[src/rtl/program_loader.sv]
// Streams a byte image into the unified RAM, then releases the CPU from hold.
// Optional trailing checksum byte is enabled with `define LOADER_CHECKSUM_EN.
module program_loader #(
  parameter int ADDR_WIDTH = 5,
  parameter int DATA_WIDTH = 8,
  parameter int DEPTH      = 32
) (
  input  logic                  clk,
  input  logic                  reset_n,
  input  logic                  start,
  input  logic                  abort,
  input  logic [ADDR_WIDTH:0]   load_len,
  input  logic [DATA_WIDTH-1:0] byte_in,
  input  logic                  byte_valid,
  output logic                  byte_ready,
  output logic                  mem_write_en,
  output logic [ADDR_WIDTH-1:0] mem_addr,
  output logic [DATA_WIDTH-1:0] mem_write_data,
  output logic                  cpu_hold,
  output logic                  busy,
  output logic                  done,
  output logic                  err
);

`ifdef LOADER_CHECKSUM_EN
  typedef enum logic [1:0] {S_IDLE, S_LOAD, S_CHECK, S_FINISH} state_t;
`else
  typedef enum logic [1:0] {S_IDLE, S_LOAD, S_FINISH} state_t;
`endif

  localparam logic [ADDR_WIDTH:0] LP_DEPTH = (ADDR_WIDTH+1)'(DEPTH);

  state_t                r_state;
  state_t                w_next;
  logic [ADDR_WIDTH-1:0] r_cnt;
  logic [ADDR_WIDTH-1:0] r_last;
  logic [ADDR_WIDTH-1:0] w_last;
  logic                  r_mem_we;
  logic [ADDR_WIDTH-1:0] r_mem_addr;
  logic [DATA_WIDTH-1:0] r_mem_data;
  logic                  r_cpu_hold;
  logic                  r_done;
  logic                  w_xfer;
  logic                  w_at_last;

  // Zero or oversize lengths mean a full-RAM image; store len-1 so the
  // end-of-image compare fits the address width.
  assign w_last = (load_len == '0 || load_len > LP_DEPTH) ? ADDR_WIDTH'(DEPTH - 1)
                                                         : load_len[ADDR_WIDTH-1:0] - ADDR_WIDTH'(1);

`ifdef LOADER_CHECKSUM_EN
  logic [DATA_WIDTH-1:0] r_sum;
  logic                  r_err;
  assign byte_ready = (r_state == S_LOAD) || (r_state == S_CHECK);
  assign err        = r_err;
`else
  assign byte_ready = (r_state == S_LOAD);
  assign err        = 1'b0;
`endif

  assign busy           = byte_ready;
  assign w_xfer         = byte_valid && byte_ready && !abort;
  assign w_at_last      = (r_cnt == r_last);
  assign mem_write_en   = r_mem_we;
  assign mem_addr       = r_mem_addr;
  assign mem_write_data = r_mem_data;
  assign cpu_hold       = r_cpu_hold;
  assign done           = r_done;

  // NOTE: sequential state uses non-blocking assignments so every register
  // samples pre-edge values and simulation matches the synthesized flops.
  always_ff @(posedge clk or negedge reset_n) begin
    if (!reset_n) r_state <= S_IDLE;
    else          r_state <= w_next;
  end

  // NOTE: w_next is defaulted before the case so no path leaves it unassigned,
  // which would otherwise infer a latch.
  always_comb begin
    w_next = r_state;
    case (r_state)
      S_IDLE: if (start) w_next = S_LOAD;
      S_LOAD: begin
        if (abort) w_next = S_IDLE;
`ifdef LOADER_CHECKSUM_EN
        else if (w_xfer && w_at_last) w_next = S_CHECK;
`else
        else if (w_xfer && w_at_last) w_next = S_FINISH;
`endif
      end
`ifdef LOADER_CHECKSUM_EN
      S_CHECK: begin
        if (abort)       w_next = S_IDLE;
        else if (w_xfer) w_next = (byte_in == r_sum) ? S_FINISH : S_IDLE;
      end
`endif
      S_FINISH: w_next = S_IDLE;
      default:  w_next = S_IDLE;
    endcase
  end

  always_ff @(posedge clk or negedge reset_n) begin
    if (!reset_n) begin
      r_cnt      <= '0;
      r_last     <= '0;
      r_mem_we   <= 1'b0;
      r_mem_addr <= '0;
      r_mem_data <= '0;
      r_cpu_hold <= 1'b1;
      r_done     <= 1'b0;
`ifdef LOADER_CHECKSUM_EN
      r_sum      <= '0;
      r_err      <= 1'b0;
`endif
    end else begin
      r_mem_we <= 1'b0;
      case (r_state)
        S_IDLE: if (start) begin
          r_last     <= w_last;
          r_cnt      <= '0;
          r_cpu_hold <= 1'b1;
          r_done     <= 1'b0;
`ifdef LOADER_CHECKSUM_EN
          r_sum      <= '0;
          r_err      <= 1'b0;
`endif
        end
        S_LOAD: begin
          if (abort) begin
            r_cpu_hold <= 1'b1;
            r_done     <= 1'b0;
`ifdef LOADER_CHECKSUM_EN
            r_err      <= 1'b0;
`endif
          end else if (w_xfer) begin
            r_mem_we   <= 1'b1;
            r_mem_addr <= r_cnt;
            r_mem_data <= byte_in;
            if (!w_at_last) r_cnt <= r_cnt + ADDR_WIDTH'(1);
`ifdef LOADER_CHECKSUM_EN
            r_sum      <= r_sum + byte_in;
`endif
          end
        end
`ifdef LOADER_CHECKSUM_EN
        S_CHECK: begin
          if (abort) begin
            r_cpu_hold <= 1'b1;
            r_done     <= 1'b0;
            r_err      <= 1'b0;
          end else if (w_xfer && byte_in != r_sum) begin
            r_err      <= 1'b1;
          end
        end
`endif
        // Release lands the cycle after FINISH, never alongside the last write.
        S_FINISH: begin
          r_cpu_hold <= 1'b0;
          r_done     <= 1'b1;
        end
        default: ;
      endcase
    end
  end

endmodule
[config.mk]
export PLATFORM = sky130hd
export DESIGN_NAME = program_loader
export DESIGN_NICKNAME = d
export VERILOG_FILES = /design/src/rtl/program_loader.sv
export SDC_FILE = /design/constraint.sdc
export NUM_CORES = 1
export LEC_CHECK = 0
export ABC_AREA = 1
export CAP_MARGIN = 10
export CORE_ASPECT_RATIO = 0.7
export CORE_MARGIN = 2
export CORE_UTILIZATION = 48
export DETAILED_ROUTE_END_ITERATION = 16
export PLACE_DENSITY = 0.79
export SLEW_MARGIN = 40
export SYNTH_ARGS = -nofsm -noshare
export SYNTH_HDL_FRONTEND = slang
export SYNTH_SLANG_ARGS = --single-unit
[constraint.sdc]
create_clock -name clk -period 1.6 [get_ports clk]
set_input_delay 0.24 -clock clk [delete_from_list [all_inputs] [get_ports clk]]
set_output_delay 0.24 -clock clk [all_outputs]
set_load 0.005 [all_outputs]
==> flow_metrics.tcl <==
set metrics [dict create \
    nFillCells 223 \
    worstRegToRegCells 8 \
    leakage_nw 0.980 \
    clk_transition_reported_paths_ns 0.09 \
    min_period_ns 1.55 \
    routed_wl_um 3340 \
    wl_per_cell_um 13.2 \
    grt-ovfl-total 0 \
    cts_tree "yes" \
    core_area_um2 2840 \
    vias_per_cell 4.87 \
    cp_max_fo 2 \
    n_antenna_cell 0 \
    cpPeakStageDelay_ns 0.54 \
    layout.nets 240 \
    setup_ws_ns 0.0467 \
    cp_cell_sequence "clkdlybuf4s50_1" \
    die-area_um2 3510 \
    drive_gt1_frac 0.166 \
    fin_tns_setup_ns 0 \
    cts_made_buffers 3 \
    place.gp.congestion 0.867 \
    synth-seq-cells 28 \
    grt_setup_unrepaired "no" \
    root_buffer "clkbuf_8" \
    clk-insertion-delay-late_ns 0.27 \
    status "finished, final reports clean" \
    crit_type "register to primary output" \
    clockBufferDepth 2 \
    grt_max_degree 29 \
    timing.hold.ws_ns 0.339 \
    drc 0 \
    yosysWarningCount 0 \
    synth_nets 193 \
    syn_area_um2 1460 \
    crit_path_start_kind "register" \
    die_h_um 50.1 \
    timing.rr.start "r_state[1]" \
    first_iter_violations 88 \
    cp-end-kind "primary output" \
    antenna_found_initial 0 \
    cap_violations 0 \
    initial_utilization 0.514 \
    reg2reg_to "r_state[0]" \
    rows 16 \
    rrSetupSlack_ns 0.16 \
    cp.arrival_ns 1.31 \
    final_core_util 0.691 \
    grt_first_pass_wirelength_um 5710 \
    hold_violations 0 \
    cts_sinks 28 \
    ant_nets 0 \
    syn_inst 171 \
    critPathSlowestCell "dfstp_2" \
    cp.required_ns 1.36 \
    track_usage 0.206 \
    grt_pass1_vias 1242 \
    finClkSkew_ns 0.00555 \
    num_vias 1231 \
    post_dp_cell_area_um2 1870 \
    synth_seq_area_share 0.481 \
    hold_class "input pin to async pin" \
    power.density_nw_per_um2 961 \
    yosysUniqueCellTypes 26 \
    slew_viol_final 0 \
    design_area_um2 1970 \
    dp_slack_ns -0.189 \
    period_share 0.971 \
    hpwl_um 2400 \
    ios 38 \
    synth.avg_cell_area_um2 8.54 \
    first_pass_iters 4 \
    io_buffers 36 \
    h-tree-depth 1 \
    die_w_um 69.9 \
    synthToLayoutAreaGrowth_pct 34.6 \
    path_delay_family "flip-flops" \
    ir_drop_mv 0.727 \
    timing.fmax_mhz 644 \
    setup_viol 0 \
    path_buf_inv 1 \
]
## cells in the final DEF (no fill, tap or decap), types with 3 or more instances in the layout
| master | n |
|---|---|
| nand2_1 | 64 |
| clkdlybuf4s50_1 | 34 |
| dfrtp_1 | 26 |
| inv_1 | 15 |
| nand3_1 | 10 |
| buf_4 | 10 |
| o21ai_0 | 9 |
| inv_2 | 4 |
| nor2_4 | 4 |
| xor2_1 | 4 |
| clkbuf_8 | 4 |
| nand2_4 | 3 |
| nor3_1 | 3 |
| o22ai_1 | 3 |
| a21oi_1 | 3 |
| ha_1 | 3 |
## sequential cells by signal (all words and copies together), names as in the netlist
signal,count
mem_write_en,1
r_state,2
r_last,5
mem_addr,5
mem_write_data,8
r_cnt,5
cpu_hold,1
done,1
## logic make-up (layout without fill, tap and decap cells)
logic type,Yosys count,after routing,synth area share
AO/OA/AOI/OAI,16,16,0.0600
XOR/XNOR,6,6,0.0360
adder cells (fa/ha/maj),3,3,0.0257
buffers and inverters,25,71,0.0831
flip-flops,28,28,0.481
other,1,1,0.00257
AND/OR/NAND/NOR,92,92,0.312
## synthesized netlist by cell type (all sizes together)
library cell / n / area share
a21oi: 3 / 0.010
buf: 4 / 0.026
conb: 1 / 0.0026
dfrtp: 27 / 0.46
dfstp: 1 / 0.018
ha: 3 / 0.026
inv: 21 / 0.057
nand2: 69 / 0.20
nand3: 11 / 0.046
nor2: 8 / 0.054
nor3: 3 / 0.010
nor3b: 1 / 0.0051
o21ai: 10 / 0.037
o22ai: 3 / 0.013
xnor2: 2 / 0.012
xor2: 4 / 0.024
## metrics by stage
step	std cells	power [mW]
after global routing	253	2.01
after global placement	244	1.42
after detailed placement	244	1.44
after floorplan	171	1.17
after CTS	251	1.90
final	253	1.89
## report_power, final
group	switching, mW	internal, mW	total (mW)
Combinational	0.262	0.295	0.557
Sequential	0.0787	0.816	0.895
Clock	0.216	0.220	0.437
## worst max path at each step
stage,start,to,cells past startpoint
global route,cpu_hold,cpu_hold,1
detailed placement,load_len[0],r_last[4],9
floorplan,r_state[1],mem_addr[4],7
CTS,r_state[0],byte_ready,3
finish,cpu_hold,cpu_hold,1
global placement,load_len[0],r_last[4],9
## final cells by class
| type | count | area, µm² | share of cell area |
|---|---|---|---|
| Sequential cell | 28 | 703 | 0.358 |
| Timing Repair Buffer | 46 | 437 | 0.222 |
| Tap cell | 36 | 45.0 | 0.0229 |
| Multi-Input combinational cell | 118 | 642 | 0.327 |
| Clock buffer | 4 | 55.1 | 0.0280 |
| Inverter | 21 | 83.8 | 0.0426 |
## repair_timing
item | in CTS | in global routing
endpoints found under the setup margin | 2 | 2
gates resized for setup | 2 | 2
endpoints found under the hold margin | 0 | 0
buffers inserted | 3 | 2
hold buffers | 0 | 0
pin swaps | 1 | 1
## metal layers
metal,share of wire,wire length (µm),track usage,vias to the layer above
li1,-,-,-,620
met2,0.50,1660,0.356,41
met3,0.064,214,0.0542,4
met5,0,0,0,-
met1,0.43,1440,0.268,566
met4,0.0057,19,0.0321,0
(Power assumes the default switching activity.)
